===== config.mk =====
export PLATFORM = sky130hd
export DESIGN_NAME = map_seg_ring
export DESIGN_NICKNAME = d
export VERILOG_FILES = /design/src/rtl/map_seg_pkg.sv /design/src/rtl/map_free_drain.sv /design/src/rtl/map_seg_ring.sv
export SDC_FILE = /design/constraint.sdc
export NUM_CORES = 1
export LEC_CHECK = 0
export BUFFER_PORTS_ARGS = -buffer_cell sky130_fd_sc_hd__clkbuf_2
export CORE_AREA = 2 2 225 227
export DETAILED_ROUTE_END_ITERATION = 7
export DIE_AREA = 0 0 227 229
export PLACE_DENSITY_LB_ADDON = 0.08
export SLEW_MARGIN = 0
export SYNTH_ARGS = -nofsm -noshare
export SYNTH_HDL_FRONTEND = slang
export SYNTH_HIERARCHICAL = 1
export SYNTH_SLANG_ARGS = --single-unit

===== constraint.sdc =====
create_clock -name clk -period 1.71 [get_ports clk]
set_clock_uncertainty 0.05 [all_clocks]
set_input_delay 0.0855 -clock clk [delete_from_list [all_inputs] [get_ports clk]]
set_output_delay 0.0855 -clock clk [all_outputs]
set_load 0.005 [all_outputs]

===== src/rtl/map_seg_pkg.sv =====
// Shared types, width helpers and reset-map constant for the segment-header ring.
package map_seg_pkg;

  localparam int unsigned DEF_NUM_LREG = 16;
  localparam int unsigned DEF_PTAG_W   = 6;
  localparam int unsigned ENT_W        = DEF_PTAG_W + 1;
  localparam int unsigned MAP_W        = DEF_NUM_LREG * ENT_W;
  // Upper bound on map width the identity helper can build.
  localparam int unsigned MAX_MAP_W    = 4096;

  typedef struct packed {
    logic                  vld;
    logic [DEF_PTAG_W-1:0] tag;
  } map_ent_t;

  typedef enum logic {
    ST_IDLE  = 1'b0,
    ST_DRAIN = 1'b1
  } drain_state_e;

  // Map entry width: valid bit plus physical tag.
  function automatic int unsigned ent_w(input int unsigned ptag_w);
    return ptag_w + 1;
  endfunction

  // Full map width for num_lreg entries.
  function automatic int unsigned map_w(input int unsigned num_lreg, input int unsigned ptag_w);
    return num_lreg * (ptag_w + 1);
  endfunction

  // Identity map: entry l = {1'b1, l}; caller truncates to its own map width.
  function automatic logic [MAX_MAP_W-1:0] identity_map(input int unsigned num_lreg,
                                                        input int unsigned ptag_w);
    logic [MAX_MAP_W-1:0] m;
    m = '0;
    for (int unsigned l = 0; l < num_lreg; l++) begin
      m = m | (MAX_MAP_W'((32'd1 << ptag_w) | l) << (l * (ptag_w + 1)));
    end
    return m;
  endfunction

endpackage


===== src/rtl/map_free_drain.sv =====
// Captures the retired segment's header, builds the kill mask and streams
// overwritten physical tags to the free list, lowest logical register first.
module map_free_drain
  import map_seg_pkg::*;
#(
  parameter int unsigned NUM_LREG = 16,
  parameter int unsigned PTAG_W   = 6,
  localparam int unsigned ENT_BITS = ent_w(PTAG_W),
  localparam int unsigned MAP_BITS = map_w(NUM_LREG, PTAG_W),
  localparam int unsigned TAGS_W   = NUM_LREG * PTAG_W
) (
  input  logic                clk,
  input  logic                rst,
  input  logic                rtr_vld,
  input  logic [MAP_BITS-1:0] old_map,
  input  logic [TAGS_W-1:0]   new_tags,
  output logic                rtr_rdy,
  output logic                fre_vld,
  output logic [PTAG_W-1:0]   fre_tag,
  input  logic                fre_rdy
);

  drain_state_e          state_q, state_d;
  logic [TAGS_W-1:0]     old_tag_q, old_tag_d;
  logic [NUM_LREG-1:0]   kill_q, kill_d;
  logic [TAGS_W-1:0]     old_tags_c;
  logic [NUM_LREG-1:0]   kill_new_c;
  logic [NUM_LREG-1:0]   pick_c;
  logic [PTAG_W-1:0]     pick_tag_c;
  logic [PTAG_W-1:0]     tag_or [NUM_LREG+1];

  // Isolate the lowest pending kill bit.
  assign pick_c = kill_q & (~kill_q + NUM_LREG'(1));

  assign tag_or[0]  = '0;
  assign pick_tag_c = tag_or[NUM_LREG];

  // Per-register kill detection and one-hot tag select.
  for (genvar l = 0; l < NUM_LREG; l++) begin : g_lreg
    assign old_tags_c[l*PTAG_W +: PTAG_W] = old_map[l*ENT_BITS +: PTAG_W];
    assign kill_new_c[l] = old_map[l*ENT_BITS + PTAG_W] &
                           (old_map[l*ENT_BITS +: PTAG_W] != new_tags[l*PTAG_W +: PTAG_W]);
    assign tag_or[l+1]   = tag_or[l] |
                           ({PTAG_W{pick_c[l]}} & old_tag_q[l*PTAG_W +: PTAG_W]);
  end

  // Drain FSM next state, capture and handshake outputs.
  always_comb begin
    state_d   = state_q;
    old_tag_d = old_tag_q;
    kill_d    = kill_q;
    rtr_rdy   = 1'b0;
    fre_vld   = 1'b0;
    fre_tag   = '0;
    case (state_q)
      ST_IDLE: begin
        rtr_rdy = 1'b1;
        if (rtr_vld) begin
          old_tag_d = old_tags_c;
          kill_d    = kill_new_c;
          if (|kill_new_c) state_d = ST_DRAIN;
        end
      end
      ST_DRAIN: begin
        fre_vld = 1'b1;
        fre_tag = pick_tag_c;
        if (fre_rdy) begin
          kill_d = kill_q & ~pick_c;
          if (kill_d == '0) state_d = ST_IDLE;
        end
      end
      default: state_d = ST_IDLE;
    endcase
  end

  // State and capture registers.
  always_ff @(posedge clk) begin
    if (rst) begin
      state_q   <= ST_IDLE;
      old_tag_q <= '0;
      kill_q    <= '0;
    end else begin
      state_q   <= state_d;
      old_tag_q <= old_tag_d;
      kill_q    <= kill_d;
    end
  end

endmodule


===== src/rtl/map_seg_ring.sv =====
// Segment-header ring: one header map per segment, oldest-segment pointer and
// per-segment base-map selection. Tag draining on retire is built only when
// SEG_RTR_FREE_EN is defined; otherwise retire is always ready and frees nothing.
module map_seg_ring
  import map_seg_pkg::*;
#(
  parameter int unsigned NUM_SEG  = 2,
  parameter int unsigned NUM_LREG = 16,
  parameter int unsigned PTAG_W   = 6,
  localparam int unsigned MAP_BITS = map_w(NUM_LREG, PTAG_W),
  localparam int unsigned SEG_W    = $clog2(NUM_SEG)
) (
  input  logic                        clk,
  input  logic                        rst,
  input  logic [NUM_SEG*MAP_BITS-1:0] seg_end_map_flat,
  output logic [NUM_SEG*MAP_BITS-1:0] seg_base_map_flat,
  output logic [MAP_BITS-1:0]         arch_map,
  output logic [SEG_W-1:0]            oldest_seg,
  input  logic                        rtr_vld,
  output logic                        rtr_rdy,
  output logic                        fre_vld,
  output logic [PTAG_W-1:0]           fre_tag,
  input  logic                        fre_rdy
);

  localparam logic [MAP_BITS-1:0] ID_MAP = MAP_BITS'(identity_map(NUM_LREG, PTAG_W));

  logic [MAP_BITS-1:0] end_map [NUM_SEG];
  logic [MAP_BITS-1:0] hdr_q   [NUM_SEG];
  logic [MAP_BITS-1:0] hdr_d   [NUM_SEG];
  logic [SEG_W-1:0]    oldest_q, oldest_d;
  logic [SEG_W-1:0]    nxt_seg_c;
  logic                rtr_fire_c;

  // Unpack end maps and select each segment's base map.
  for (genvar s = 0; s < NUM_SEG; s++) begin : g_seg
    localparam int unsigned PREV = (s + NUM_SEG - 1) % NUM_SEG;
    assign end_map[s] = seg_end_map_flat[s*MAP_BITS +: MAP_BITS];
    assign seg_base_map_flat[s*MAP_BITS +: MAP_BITS] =
      (oldest_q == SEG_W'(s)) ? hdr_q[s] : end_map[PREV];
  end

  assign nxt_seg_c  = oldest_q + SEG_W'(1);
  assign arch_map   = hdr_q[oldest_q];
  assign oldest_seg = oldest_q;
  assign rtr_fire_c = rtr_vld & rtr_rdy;

  // Retire loads the next segment's header and advances the oldest pointer.
  always_comb begin
    hdr_d    = hdr_q;
    oldest_d = oldest_q;
    if (rtr_fire_c) begin
      hdr_d[nxt_seg_c] = end_map[oldest_q];
      oldest_d         = nxt_seg_c;
    end
  end

  // Header array and oldest pointer registers.
  always_ff @(posedge clk) begin
    if (rst) begin
      for (int s = 0; s < NUM_SEG; s++) hdr_q[s] <= ID_MAP;
      oldest_q <= '0;
    end else begin
      hdr_q    <= hdr_d;
      oldest_q <= oldest_d;
    end
  end

`ifdef SEG_RTR_FREE_EN
  localparam int unsigned ENT_BITS = ent_w(PTAG_W);

  logic [NUM_LREG*PTAG_W-1:0] new_tags_c;

  // Tags of the retiring segment's end map, compared against its header.
  for (genvar l = 0; l < NUM_LREG; l++) begin : g_new_tag
    assign new_tags_c[l*PTAG_W +: PTAG_W] = end_map[oldest_q][l*ENT_BITS +: PTAG_W];
  end

  map_free_drain #(
    .NUM_LREG (NUM_LREG),
    .PTAG_W   (PTAG_W)
  ) u_drain (
    .clk      (clk),
    .rst      (rst),
    .rtr_vld  (rtr_vld),
    .old_map  (arch_map),
    .new_tags (new_tags_c),
    .rtr_rdy  (rtr_rdy),
    .fre_vld  (fre_vld),
    .fre_tag  (fre_tag),
    .fre_rdy  (fre_rdy)
  );
`else
  logic unused_fre_rdy;

  assign rtr_rdy        = 1'b1;
  assign fre_vld        = 1'b0;
  assign fre_tag        = '0;
  assign unused_fre_rdy = fre_rdy;
`endif

endmodule


==> results of run 1 <==
-- Yosys cell counts --
cell,number,share of area (%)
a211o_1,48,3.2
a21bo_1,1,0.077
a21bo_2,63,4.8
a21oi_1,64,2.5
and3_1,48,2.3
buf_2,70,2.7
buf_4,14,0.80
buf_6,16,1.4
clkbuf_1,66,1.9
conb_1,2,0.057
dfxtp_1,225,34
inv_1,112,3.2
mux2i_1,48,3.7
nand2_1,448,13
nand2_2,1,0.048
nand2b_1,176,8.4
nand3_1,64,2.5
nand4bb_1,64,5.5
nor2_1,97,2.8
nor2b_2,1,0.067
o21ai_0,176,6.7
xnor2_1,1,0.067
-- final timing paths --
| path | startpoint | end | slack [ns] | cells after the start |
|---|---|---|---|---|
| worst min-delay path | seg_end_map_flat[168] | hdr_q[168]$_SDFFE_PP0P_ | 0.29 | 4 |
| worst min register to register | hdr_q[206]$_SDFFE_PP1P_ | hdr_q[206]$_SDFFE_PP1P_ | 0.41 | 1 |
| worst max-delay path | oldest_seg$_SDFFE_PP0P_ | seg_base_map_flat[73] | -0.19 | 6 |
| worst max register to register | oldest_seg$_SDFFE_PP0P_ | hdr_q[203]$_SDFFE_PP1P_ | 0.04 | 5 |
-- layer usage --
| layer | GRT usage [%] | vias up |
|---|---|---|
| met5 | 0 | - |
| met4 | 5.62 | 0 |
| met3 | 3.36 | 78 |
| met2 | 34.9 | 393 |
| met1 | 24.5 | 7023 |
| li1 | - | 7442 |
-- worst max-delay path: cells and delay by family, from the launching register on --
kind,cells,cell delay (ns)
buf+inv,4,0.59
flops,1,0.42
simple gates,2,0.18
-- timing repair --
item,4_1_cts,5_1_grt
setup buffers,15,8
endpoints found under the hold margin,225,0
gates cloned,20,11
pin swaps,6,13
hold buffers,230,0
endpoints found under the setup margin,330,365
resized for setup,148,231
-- power by group --
| part | internal (mW) | leakage (nW) | switching (mW) | total [mW] |
|---|---|---|---|---|
| sequential | 5.59 | 1.85 | 0.235 | 5.82 |
| clock | 3.90 | 0.495 | 2.49 | 6.38 |
| combinational | 2.97 | 8.61 | 2.71 | 5.67 |
| total | 12.5 | 11.0 | 5.43 | 17.9 |
-- registers in the layout, indices dropped and copies added (netlist names) --
| name | flops |
|---|---|
| oldest_seg | 1 |
| hdr_q | 224 |
-- metrics by stage --
stage | TNS (ns) | std cells | hold slack (ns) | setup WS [ns]
floorplan | 0 | 1811 | 0.196 | 0.347
global placement | 0 | 2935 | 0.302 | 0.246
detailed placement | 0 | 2935 | 0.306 | 0.225
CTS | -57.40 | 3253 | 0.259 | -0.229
global route | -71.84 | 3271 | 0.280 | -0.286
finish | -37.61 | 3271 | 0.294 | -0.186
-- final cells by class --
class,count,share of cell area (%)
repair buffers,900,32.5
clock inverters,11,0.606
diodes,1,0.0113
multi-input cells,1308,36.9
well taps,672,3.81
clock buffers,42,3.87
inverters,112,1.90
flip-flops and latches,225,20.4
-- kinds of logic (layout without fill, tap and decap cells) --
| family | count (synthesis) | in the layout | share of synthesized area [%] |
|---|---|---|---|
| mux | 48 | 48 | 3.68 |
| buf+inv | 278 | 1065 | 9.98 |
| compound gates | 352 | 352 | 17.3 |
| other cells | 2 | 9 | 0.0575 |
| flops | 225 | 225 | 34.5 |
| xor+xnor | 1 | 1 | 0.0670 |
| simple gates | 899 | 899 | 34.5 |
==> flow_summary.html, run 1 <==
<table>
<tr><th>Metric</th><th>Value</th></tr>
<tr><th colspan="2">Cells and area</th></tr>
<tr><td>Summed area of non-filler cells in the final layout</td><td>between 20000 and 25000 sq um</td></tr>
<tr><td>Fraction of final layout cells sized beyond drive strength 1</td><td>between 30% and 40%</td></tr>
<tr><td>Nets@finish</td><td>between 2000 and 3000</td></tr>
<tr><td>Area growth from synthesis to layout</td><td>69.0%</td></tr>
<tr><td>Most frequent cells in the layout</td><td>clkbuf_2, nand2_1, dlygate4sd3_1, dfxtp_1, nand2b_1</td></tr>
<tr><td>Final core utilization</td><td>about 44%</td></tr>
<tr><td>Most frequent standard cell in the layout excluding fill and tap cells</td><td>clkbuf_2</td></tr>
<tr><td>Fillers</td><td>between 5000 and 6000</td></tr>
<tr><td>Sequential cell area in the final layout</td><td>between 4000 and 5000 sq um</td></tr>
<tr><td>Footprint of the multi-input gates</td><td>around 8200 sq um</td></tr>
<tr><th colspan="2">Drt</th></tr>
<tr><td>Detail Route Antenna Nets</td><td>0</td></tr>
<tr><td>Number of iterations in the first detailed-routing pass</td><td>5</td></tr>
<tr><td>Max Used Layer</td><td>met4</td></tr>
<tr><td>M1 WL</td><td>between 20000 and 25000 um</td></tr>
<tr><td>Met2 WL</td><td>between 20000 and 30000 um</td></tr>
<tr><td>Detailed-route wire length per cell</td><td>~17 um</td></tr>
<tr><td>Total Wirelength</td><td>55600 um</td></tr>
<tr><td>DRC Markers</td><td>0</td></tr>
<tr><td>Via count</td><td>between 10000 and 15000</td></tr>
<tr><td>Violation count after the first detailed-routing iteration</td><td>600</td></tr>
<tr><td>Routed vias/inst</td><td>between 4 and 5</td></tr>
<tr><td>Sum of met3 wire segment lengths after detailed routing</td><td>2640 um</td></tr>
<tr><th colspan="2">Logic synthesis</th></tr>
<tr><td>Post-synthesis cell area</td><td>13100 sq um</td></tr>
<tr><td>Average footprint of a synthesized cell</td><td>7.24 sq um</td></tr>
<tr><td>Number of distinct library cells after synthesis</td><td>22</td></tr>
<tr><td>Sequential share of the synthesized area</td><td>between 30% and 40%</td></tr>
<tr><td>Flip-flop and latch count after synthesis</td><td>225</td></tr>
<tr><td>Number of warnings printed during yosys synthesis</td><td>6</td></tr>
<tr><td>Count of mapped cells out of synthesis</td><td>between 1500 and 2000</td></tr>
<tr><th colspan="2">Clock network</th></tr>
<tr><td>CTS sink count</td><td>between 200 and 250</td></tr>
<tr><td>Clock Tree Root</td><td>clkbuf_16</td></tr>
<tr><td>Longest Clk Path Bufs</td><td>3</td></tr>
<tr><td>Clock network latency to the later pin of the worst-skew pair</td><td>0.56 ns</td></tr>
<tr><td>Clock transition at path regs</td><td>approximately 0.060 ns</td></tr>
<tr><td>Clock tree from TritonCTS</td><td>yes</td></tr>
<tr><td>Inserted Clock Buffers</td><td>29</td></tr>
<tr><td>H-tree Lvls</td><td>1</td></tr>
<tr><th colspan="2">Placed design</th></tr>
<tr><td>Gp weighted congestion</td><td>0.808</td></tr>
<tr><td>Post-DP HPWL</td><td>36300 um</td></tr>
<tr><td>Number of port buffers</td><td>between 500 and 600</td></tr>
<tr><td>Placement Cell Area</td><td>~17000 sq um</td></tr>
<tr><th colspan="2">Global routing</th></tr>
<tr><td>Total congestion overflow</td><td>0</td></tr>
<tr><td>First-pass GRT wire length</td><td>just over 80000 um</td></tr>
<tr><td>GRT Overall Usage</td><td>roughly 20%</td></tr>
<tr><td>Maximum number of pins on one net before global-route repair</td><td>slightly above 60</td></tr>
<tr><td>Antenna violations before repair</td><td>1</td></tr>
<tr><td>Via count of the first global-routing pass</td><td>approximately 15000</td></tr>
<tr><th colspan="2">Timing</th></tr>
<tr><td>Final period utilization</td><td>111%</td></tr>
<tr><td>Setup violations, final</td><td>roughly 340</td></tr>
<tr><td>Shortest clock period the worst path allows after layout</td><td>1.90 ns</td></tr>
<tr><td>Total count of hold-check failures in the final report</td><td>0</td></tr>
<tr><td>Fmax</td><td>about 0.53 GHz</td></tr>
<tr><td>Minimum setup slack in the final design</td><td>-0.186 ns</td></tr>
<tr><td>RSZ-0062 raised after global routing</td><td>yes</td></tr>
<tr><td>Final max-slew violation count</td><td>0</td></tr>
<tr><th colspan="2">Critical path</th></tr>
<tr><td>Critical path start-end classification</td><td>reg2out</td></tr>
<tr><td>Required time worst endpoint</td><td>around 1.6 ns</td></tr>
<tr><td>Nature of the critical path endpoint</td><td>output pin</td></tr>
<tr><td>Launching element type of the critical path</td><td>flop</td></tr>
<tr><td>Cell repeated most along the worst path</td><td>buf_12</td></tr>
<tr><td>Data arrival, critical path</td><td>between 1.5 and 2 ns</td></tr>
<tr><td>Slowest CP cell</td><td>dfxtp_4</td></tr>
<tr><td>Max stage delay on crit path</td><td>between 0.4 and 0.5 ns</td></tr>
<tr><td>Maximum fanout encountered on the critical timing path</td><td>10</td></tr>
<tr><td>Worst path cell trace</td><td>buf_12, buf_12, clkbuf_16, nand2b_4, nand2_1, clkbuf_2</td></tr>
<tr><th colspan="2">Floorplan</th></tr>
<tr><td>Width of the die</td><td>227 um</td></tr>
<tr><td>Die Outline Area</td><td>52000 sq um</td></tr>
<tr><td>Core ar.</td><td>49700 sq um</td></tr>
<tr><td>Top-level I/O count</td><td>approximately 570</td></tr>
<tr><td>Initial cell density of the core</td><td>about a quarter</td></tr>
<tr><td>Cell Rows</td><td>82</td></tr>
<tr><td>Die outline height</td><td>229 um</td></tr>
<tr><th colspan="2">Pwr</th></tr>
<tr><td>Total power</td><td>17.9 mW</td></tr>
<tr><td>Peak supply drop</td><td>roughly 500 uV</td></tr>
<tr><td>Static power due to leakage</td><td>about 11 nW</td></tr>
<tr><td>Total power divided by cell area</td><td>between 800 and 900 nW/um^2</td></tr>
<tr><th colspan="2">Status</th></tr>
<tr><td>Status</td><td>finished, violations left</td></tr>
<tr><td>Failing checks</td><td>negative setup slack</td></tr>
<tr><th colspan="2">Flow run</th></tr>
<tr><td>Max-cap violations</td><td>0</td></tr>
<tr><th colspan="2">Hold path</th></tr>
<tr><td>Hold crit path type</td><td>in2reg</td></tr>
</table>
Note: power is estimated with default switching activity, not from simulation.
==> run 2: changes to the inputs <==
Settings changed: SKIP_LAST_GASP set to 1.
==> run 2 against run 1 <==
- the flow still finishes with violations (negative setup slack)
- clock power barely moved
- combinational power is 8.8% lower
- final area down 4.7%
- largest power group unchanged
- non-clock buffer count decreased by 14
- global-route usage is essentially flat
- first-iteration DRC count increased by 12%
- critical endpoint is now seg_base_map_flat[124]
==> flow_summary.html, run 2 (synthesis gave the netlist of run 1 again) <==
<table>
<tr><th>Metric</th><th>Value</th></tr>
<tr><th colspan="2">Placed design</th></tr>
<tr><td>Total placed cells including tap cells</td><td>2935 (unchanged)</td></tr>
<tr><td>Post-DP HPWL</td><td>36300 um (unchanged)</td></tr>
<tr><td>Gp weighted congestion</td><td>0.808 (unchanged)</td></tr>
<tr><td>Number of port buffers</td><td>563 (unchanged)</td></tr>
<tr><td>Placement Cell Area</td><td>16600 sq um (unchanged)</td></tr>
<tr><th colspan="2">Cells and area</th></tr>
<tr><td>Register with the most flip-flops</td><td>hdr_q (unchanged)</td></tr>
<tr><td>Post-layout instance count excluding filler cells</td><td>3257 (was 3271)</td></tr>
<tr><td>Most frequent standard cell in the layout excluding fill and tap cells</td><td>clkbuf_2 (unchanged)</td></tr>
<tr><td>Fraction of final layout cells sized beyond drive strength 1</td><td>31.3% (was 36.5%)</td></tr>
<tr><td>Number of flip-flops under the largest register name</td><td>224 (unchanged)</td></tr>
<tr><td>Summed area of non-filler cells in the final layout</td><td>21000 sq um (was 22100 sq um)</td></tr>
<tr><td>Most frequent cells in the layout</td><td>clkbuf_2, nand2_1, dlygate4sd3_1, dfxtp_1, nand2b_1 (unchanged)</td></tr>
<tr><td>Area growth from synthesis to layout</td><td>61.0% (was 69.0%)</td></tr>
<tr><td>Nets@finish</td><td>2790 (was 2804)</td></tr>
<tr><th colspan="2">Timing</th></tr>
<tr><td>Final period utilization</td><td>113% (was 111%)</td></tr>
<tr><td>Total count of hold-check failures in the final report</td><td>0 (unchanged)</td></tr>
<tr><td>Final max-slew violation count</td><td>0 (unchanged)</td></tr>
<tr><td>Fmax</td><td>0.520 GHz (was 0.528 GHz)</td></tr>
<tr><td>RSZ-0062 raised after global routing</td><td>yes (unchanged)</td></tr>
<tr><td>Minimum setup slack in the final design</td><td>-0.214 ns (was -0.186 ns)</td></tr>
<tr><td>Shortest clock period the worst path allows after layout</td><td>1.92 ns (was 1.90 ns)</td></tr>
<tr><td>Setup violations, final</td><td>337 (unchanged)</td></tr>
<tr><th colspan="2">Global routing</th></tr>
<tr><td>GRT Overall Usage</td><td>19.7% (was 19.8%)</td></tr>
<tr><td>Via count of the first global-routing pass</td><td>14513 (was 14566)</td></tr>
<tr><td>Antenna violations before repair</td><td>1 (unchanged)</td></tr>
<tr><td>First-pass GRT wire length</td><td>81200 um (was 81500 um)</td></tr>
<tr><td>Maximum number of pins on one net before global-route repair</td><td>61 (unchanged)</td></tr>
<tr><td>Total congestion overflow</td><td>0 (unchanged)</td></tr>
<tr><th colspan="2">Floorplan</th></tr>
<tr><td>Die Outline Area</td><td>52000 sq um (unchanged)</td></tr>
<tr><td>Top-level I/O count</td><td>573 (unchanged)</td></tr>
<tr><td>Initial cell density of the core</td><td>26.3% (unchanged)</td></tr>
<tr><td>Die outline height</td><td>229 um (unchanged)</td></tr>
<tr><td>Cell Rows</td><td>82 (unchanged)</td></tr>
<tr><td>Core ar.</td><td>49700 sq um (unchanged)</td></tr>
<tr><td>Width of the die</td><td>227 um (unchanged)</td></tr>
<tr><th colspan="2">Critical path</th></tr>
<tr><td>Nature of the critical path endpoint</td><td>output pin (unchanged)</td></tr>
<tr><td>Flop2flop setup slack</td><td>0.05 ns (was 0.04 ns)</td></tr>
<tr><td>RR Endpoint</td><td>hdr_q[203]$_SDFFE_PP1P_ (unchanged)</td></tr>
<tr><td>Critical path start-end classification</td><td>reg2out (unchanged)</td></tr>
<tr><td>Depth of the worst register-to-register path</td><td>5 (unchanged)</td></tr>
<tr><td>Data arrival, critical path</td><td>1.79 ns (was 1.76 ns)</td></tr>
<tr><td>FF-to-FF Start</td><td>oldest_seg$_SDFFE_PP0P_ (unchanged)</td></tr>
<tr><td>Maximum fanout encountered on the critical timing path</td><td>28 (was 10)</td></tr>
<tr><td>Launching element type of the critical path</td><td>flop (unchanged)</td></tr>
<tr><td>Required time worst endpoint</td><td>1.57 ns (about the same)</td></tr>
<tr><th colspan="2">Hold path</th></tr>
<tr><td>Hold path startpoint</td><td>seg_end_map_flat[168] (unchanged)</td></tr>
<tr><td>Hold path depth</td><td>4 (unchanged)</td></tr>
<tr><td>End point of the most critical hold path</td><td>hdr_q[168]$_SDFFE_PP0P_ (unchanged)</td></tr>
<tr><td>Hold crit path type</td><td>in2reg (unchanged)</td></tr>
<tr><th colspan="2">Clock network</th></tr>
<tr><td>Clock Tree Root</td><td>clkbuf_16 (unchanged)</td></tr>
<tr><td>CTS sink count</td><td>225 (unchanged)</td></tr>
<tr><td>Clock transition at path regs</td><td>0.06 ns (about the same)</td></tr>
<tr><td>Inserted Clock Buffers</td><td>29 (unchanged)</td></tr>
<tr><td>Longest Clk Path Bufs</td><td>3 (unchanged)</td></tr>
<tr><td>Clock network latency to the later pin of the worst-skew pair</td><td>0.56 ns (about the same)</td></tr>
<tr><td>H-tree Lvls</td><td>1 (unchanged)</td></tr>
<tr><td>Clock tree from TritonCTS</td><td>yes (unchanged)</td></tr>
<tr><th colspan="2">Drt</th></tr>
<tr><td>Detailed-route wire length per cell</td><td>16.6 um (was 17.0 um)</td></tr>
<tr><td>Violation count after the first detailed-routing iteration</td><td>669 (was 600)</td></tr>
<tr><td>Number of iterations in the first detailed-routing pass</td><td>4 (was 5)</td></tr>
<tr><td>DRC Markers</td><td>0 (unchanged)</td></tr>
<tr><td>Via count</td><td>14838 (was 14936)</td></tr>
<tr><td>Total Wirelength</td><td>54000 um (was 55600 um)</td></tr>
<tr><td>Routed vias/inst</td><td>4.56 (was 4.57)</td></tr>
<tr><td>Detail Route Antenna Nets</td><td>0 (unchanged)</td></tr>
<tr><th colspan="2">Status</th></tr>
<tr><td>Failing checks</td><td>negative setup slack (unchanged)</td></tr>
<tr><td>Status</td><td>finished, violations left (unchanged)</td></tr>
<tr><th colspan="2">Pwr</th></tr>
<tr><td>Total power divided by cell area</td><td>824 nW/um^2 (was 810 nW/um^2)</td></tr>
<tr><td>Static power due to leakage</td><td>10.5 nW (was 11.0 nW)</td></tr>
<tr><td>Peak supply drop</td><td>504 uV (was 508 uV)</td></tr>
<tr><th colspan="2">Flow run</th></tr>
<tr><td>Max-cap violations</td><td>0 (unchanged)</td></tr>
</table>
[run 2: how the worst max path moves through the flow]
stage | endpoint | startpoint | cells after the start | slack [ns]
after detailed placement | arch_map[40] | oldest_seg$_SDFFE_PP0P_ | 5 | 0.23
after global placement | arch_map[63] | oldest_seg$_SDFFE_PP0P_ | 5 | 0.25
after CTS | seg_base_map_flat[210] | oldest_seg$_SDFFE_PP0P_ | 4 | -0.24
final | seg_base_map_flat[124] | oldest_seg$_SDFFE_PP0P_ | 5 | -0.21
after floorplan | hdr_q[190]$_SDFFE_PP1P_ | oldest_seg$_SDFFE_PP0P_ | 6 | 0.35
after global routing | seg_base_map_flat[102] | oldest_seg$_SDFFE_PP0P_ | 5 | -0.28
[run 2: metal layers]
layer	routed length (um)	GRT usage, %	vias to the layer above
li1	-	-	7407
met1	23100	24.6	6940
met2	26400	34.7	408
met3	2790	3.39	83
met4	1650	5.72	0
met5	0	0	-
[run 2: power by group]
group / total, mW / internal [mW] / leakage, nW / switching (mW)
Combinational: 5.17 / 2.63 / 8.18 / 2.54
Clock: 6.38 / 3.90 / 0.495 / 2.48
Sequential: 5.78 / 5.59 / 1.85 / 0.192
Total: 17.3 / 12.1 / 10.5 / 5.22
[run 2: final cells by class]
| type | instances | area [sq um] |
|---|---|---|
| Clock buffer | 42 | 855 |
| Multi-Input combinational cell | 1308 | 7510 |
| Sequential cell | 225 | 4510 |
| Clock inverter | 11 | 134 |
| Antenna cell | 1 | 2.50 |
| Timing Repair Buffer | 886 | 6770 |
| Fill cell | 5226 | 28600 |
| Inverter | 112 | 420 |
| Tap cell | 672 | 841 |
[run 2: critical path, cell delays in order, from the launching register on]
cell      delay, ns
dfxtp_4        0.42
buf_12         0.20
buf_16         0.18
nand2_1        0.09
o21ai_0        0.14
clkbuf_2       0.18
[run 2: per-stage QoR]
stage,setup TNS [ns],utilization [%],hold slack (ns),setup WS [ns],power [mW]
floorplan,0,-,0.196,0.347,7.99
global placement,0,33.5,0.302,0.246,9.94
detailed placement,0,33.5,0.306,0.225,9.96
CTS,-59.68,42.1,0.259,-0.239,17.6
global route,-74.69,42.4,0.280,-0.285,18.3
finish,-38.01,42.4,0.291,-0.214,17.3
[run 2: repair_timing]
action,in CTS,in global routing
setup buffers,15,1
hold buffers,230,0
endpoints found under the setup margin,330,365
gates cloned,20,2
resized for setup,75,44
endpoints found under the hold margin,225,0
pin swaps,1,0
==> run 3: changes to the inputs <==
Clock period 1.71 ns to 1.95 ns, I/O delays scaled along.
==> run 3 against run 2 <==
- the flow now finishes without violations
- non-clock buffer count down 12
- sequential power down 12%
- combinational power down 18%
- register-to-register slack about the same
- hold slack better by 0.021 ns
- critical path depth unchanged
- first-iteration DRC count down 11%
- cell count down 0.37%
- wire length down 1.6%
- total power down 17%
- worst setup slack better by 0.23 ns
- critical endpoint is now arch_map[65]
- largest power group unchanged
==> flow_summary.html, run 3 (synthesis gave the netlist of run 1 again) <==
<table>
<tr><th>Metric</th><th>Value</th></tr>
<tr><th colspan="2">Status</th></tr>
<tr><td>Status</td><td>finished clean (was finished, violations left)</td></tr>
<tr><th colspan="2">Critical path</th></tr>
<tr><td>Slowest CP cell</td><td>dfxtp_4 (unchanged)</td></tr>
<tr><td>Required time worst endpoint</td><td>1.80 ns (was 1.57 ns)</td></tr>
<tr><td>Worst path cell trace</td><td>buf_12, buf_16, nand2b_1, nand2_1, clkbuf_2 (was buf_12, buf_16, nand2_1, o21ai_0, clkbuf_2)</td></tr>
<tr><td>Max stage delay on crit path</td><td>0.43 ns (was 0.42 ns)</td></tr>
<tr><td>Launching element type of the critical path</td><td>flop (unchanged)</td></tr>
<tr><td>Depth of the worst register-to-register path</td><td>5 (unchanged)</td></tr>
<tr><td>Maximum fanout encountered on the critical timing path</td><td>37 (was 28)</td></tr>
<tr><td>Nature of the critical path endpoint</td><td>output pin (unchanged)</td></tr>
<tr><td>Critical path start-end classification</td><td>reg2out (unchanged)</td></tr>
<tr><td>Data arrival, critical path</td><td>1.78 ns (was 1.79 ns)</td></tr>
<tr><th colspan="2">Timing</th></tr>
<tr><td>Total count of hold-check failures in the final report</td><td>0 (unchanged)</td></tr>
<tr><td>Setup violations, final</td><td>0 (was 337)</td></tr>
<tr><td>Worst-margin pin slew</td><td>~0.51 ns</td></tr>
<tr><td>Final period utilization</td><td>between 90% and 100%</td></tr>
<tr><td>Final max-slew violation count</td><td>0 (unchanged)</td></tr>
<tr><td>RSZ-0062 raised after global routing</td><td>yes (unchanged)</td></tr>
<tr><td>Fmax</td><td>about 0.52 GHz</td></tr>
<tr><td>Minimum setup slack in the final design</td><td>0.0176 ns (was -0.214 ns)</td></tr>
<tr><td>Shortest clock period the worst path allows after layout</td><td>between 1.5 and 2 ns</td></tr>
<tr><td>Max-slew headroom at the worst pin</td><td>approximately two thirds</td></tr>
<tr><th colspan="2">Hold path</th></tr>
<tr><td>Hold path depth</td><td>4 (unchanged)</td></tr>
<tr><td>Hold crit path type</td><td>in2reg (unchanged)</td></tr>
<tr><th colspan="2">Floorplan</th></tr>
<tr><td>Width of the die</td><td>227 um (unchanged)</td></tr>
<tr><td>Core ar.</td><td>49700 sq um (unchanged)</td></tr>
<tr><td>Die Outline Area</td><td>52000 sq um (unchanged)</td></tr>
<tr><td>Top-level I/O count</td><td>573 (unchanged)</td></tr>
<tr><td>Die outline height</td><td>229 um (unchanged)</td></tr>
<tr><td>Initial cell density of the core</td><td>26.3% (unchanged)</td></tr>
<tr><td>Cell Rows</td><td>82 (unchanged)</td></tr>
<tr><th colspan="2">Global routing</th></tr>
<tr><td>GRT Overall Usage</td><td>18.9% (was 19.7%)</td></tr>
<tr><td>First-pass GRT wire length</td><td>78200 um (was 81200 um)</td></tr>
<tr><td>Total congestion overflow</td><td>0 (unchanged)</td></tr>
<tr><td>Maximum number of pins on one net before global-route repair</td><td>88 (was 61)</td></tr>
<tr><td>Antenna violations before repair</td><td>2 (was 1)</td></tr>
<tr><td>Via count of the first global-routing pass</td><td>14088 (was 14513)</td></tr>
<tr><th colspan="2">Pwr</th></tr>
<tr><td>Total power</td><td>14.4 mW (was 17.3 mW)</td></tr>
<tr><td>Peak supply drop</td><td>523 uV (was 504 uV)</td></tr>
<tr><td>Total power divided by cell area</td><td>704 nW/um^2 (was 824 nW/um^2)</td></tr>
<tr><td>Static power due to leakage</td><td>10.2 nW (was 10.5 nW)</td></tr>
<tr><th colspan="2">Clock network</th></tr>
<tr><td>Longest Clk Path Bufs</td><td>3 (unchanged)</td></tr>
<tr><td>Clock tree from TritonCTS</td><td>yes (unchanged)</td></tr>
<tr><td>CTS sink count</td><td>225 (unchanged)</td></tr>
<tr><td>Clock transition at path regs</td><td>0.06 ns (about the same)</td></tr>
<tr><td>Clock Tree Root</td><td>clkbuf_16 (unchanged)</td></tr>
<tr><td>H-tree Lvls</td><td>1 (unchanged)</td></tr>
<tr><td>Clock network latency to the later pin of the worst-skew pair</td><td>0.55 ns (was 0.56 ns)</td></tr>
<tr><td>Inserted Clock Buffers</td><td>29 (unchanged)</td></tr>
<tr><th colspan="2">Placed design</th></tr>
<tr><td>Post-DP HPWL</td><td>35500 um (was 36300 um)</td></tr>
<tr><td>Total placed cells including tap cells</td><td>2917 (was 2935)</td></tr>
<tr><td>Number of port buffers</td><td>563 (unchanged)</td></tr>
<tr><td>Post-place setup slack</td><td>0.398 ns (was 0.225 ns)</td></tr>
<tr><td>Gp weighted congestion</td><td>0.821 (was 0.808)</td></tr>
<tr><th colspan="2">Drt</th></tr>
<tr><td>Total Wirelength</td><td>53100 um (was 54000 um)</td></tr>
<tr><td>Detailed-route wire length per cell</td><td>16.4 um (was 16.6 um)</td></tr>
<tr><td>DRC Markers</td><td>0 (unchanged)</td></tr>
<tr><td>Via count</td><td>14738 (was 14838)</td></tr>
<tr><td>Number of iterations in the first detailed-routing pass</td><td>5 (was 4)</td></tr>
<tr><td>Violation count after the first detailed-routing iteration</td><td>598 (was 669)</td></tr>
<tr><td>Routed vias/inst</td><td>4.54 (was 4.56)</td></tr>
<tr><td>Detail Route Antenna Nets</td><td>0 (unchanged)</td></tr>
<tr><th colspan="2">Cells and area</th></tr>
<tr><td>Fraction of final layout cells sized beyond drive strength 1</td><td>28.8% (was 31.3%)</td></tr>
<tr><td>Area growth from synthesis to layout</td><td>56.3% (was 61.0%)</td></tr>
<tr><td>Nets@finish</td><td>2778 (was 2790)</td></tr>
<tr><td>Register with the most flip-flops</td><td>hdr_q (unchanged)</td></tr>
<tr><td>Post-layout instance count excluding filler cells</td><td>3245 (was 3257)</td></tr>
<tr><td>Number of flip-flops under the largest register name</td><td>224 (unchanged)</td></tr>
<tr><td>Most frequent cells in the layout</td><td>clkbuf_2, nand2_1, dlygate4sd3_1, dfxtp_1, nand2b_1 (unchanged)</td></tr>
<tr><td>Most frequent standard cell in the layout excluding fill and tap cells</td><td>clkbuf_2 (unchanged)</td></tr>
<tr><th colspan="2">Flow run</th></tr>
<tr><td>Max-cap violations</td><td>0 (unchanged)</td></tr>
</table>
run 3: cell count changes in the layout (fill, tap and decap cells not counted), moves of 4 or more:
| cell | previous run | this run |
|---|---|---|
| buf_16 | 19 | 13 |
| buf_4 | 39 | 23 |
| nand2b_1 | 159 | 172 |
| o21ai_0 | 137 | 157 |
| nand2b_4 | 17 | 4 |
| clkbuf_2 | 553 | 557 |
| clkbuf_16 | 31 | 38 |
| dlygate4sd3_1 | 230 | 250 |
| bufbuf_16 | 10 | 3 |
| buf_12 | 20 | 13 |
| buf_6 | 5 | 1 |
| o21ai_2 | 19 | 0 |
run 3: layout make-up:
class,instances,area [sq um]
flip-flops and latches,225,4510
clock inverters,9,47.5
clock buffers,43,838
fillers,5159,29200
repair buffers,874,6450
multi-input cells,1308,7320
diodes,2,5.00
inverters,112,420
well taps,672,841
run 3: final timing paths:
kind,startpoint,end,slack (ns)
max,oldest_seg$_SDFFE_PP0P_,arch_map[65],0.02
min,seg_end_map_flat[150],hdr_q[150]$_SDFFE_PP0P_,0.31
max reg2reg,oldest_seg$_SDFFE_PP0P_,hdr_q[64]$_SDFFE_PP0P_,0.04
min reg2reg,hdr_q[211]$_SDFFE_PP1P_,hdr_q[211]$_SDFFE_PP1P_,0.41
run 3: metal layers:
metal | GRT usage, % | wire (um) | up-vias
li1 | - | - | 7389
met1 | 23.0 | 22900 | 6911
met2 | 33.8 | 26400 | 367
met3 | 3.50 | 2500 | 71
met4 | 4.74 | 1280 | 0
met5 | 0 | 0 | -
run 3: timing repair:
item	CTS	global route
pin swaps	0	0
buffers inserted	8	1
gates resized for setup	21	30
hold buffers	250	0
cloned	6	9
setup endpoints to repair	281	219
hold endpoints to repair	225	0
run 3: power breakdown:
part	total [mW]	internal (mW)	switching, mW
registers	5.06	4.90	0.156
clock network	5.09	2.94	2.15
logic	4.24	2.08	2.16
total	14.4	9.92	4.46
run 3: per-stage QoR:
step | hold WS (ns) | setup TNS (ns) | area (sq um) | utilization (%)
after detailed placement | 0.319 | 0 | 16400 | 33.0
final | 0.312 | 0 | 20400 | 41.2
after global placement | 0.315 | 0 | 16400 | 33.0
after global routing | 0.305 | -4.06 | 20400 | 41.2
after CTS | 0.276 | -0.158 | 20200 | 40.6
after floorplan | 0.208 | 0 | 13100 | -
run 3: worst max-delay path, delay by kind of cell (launching register included):
kind | cells | cell delay (ns)
buffers and inverters | 3 | 0.51
DFF | 1 | 0.43
and+or+nand+nor | 2 | 0.27
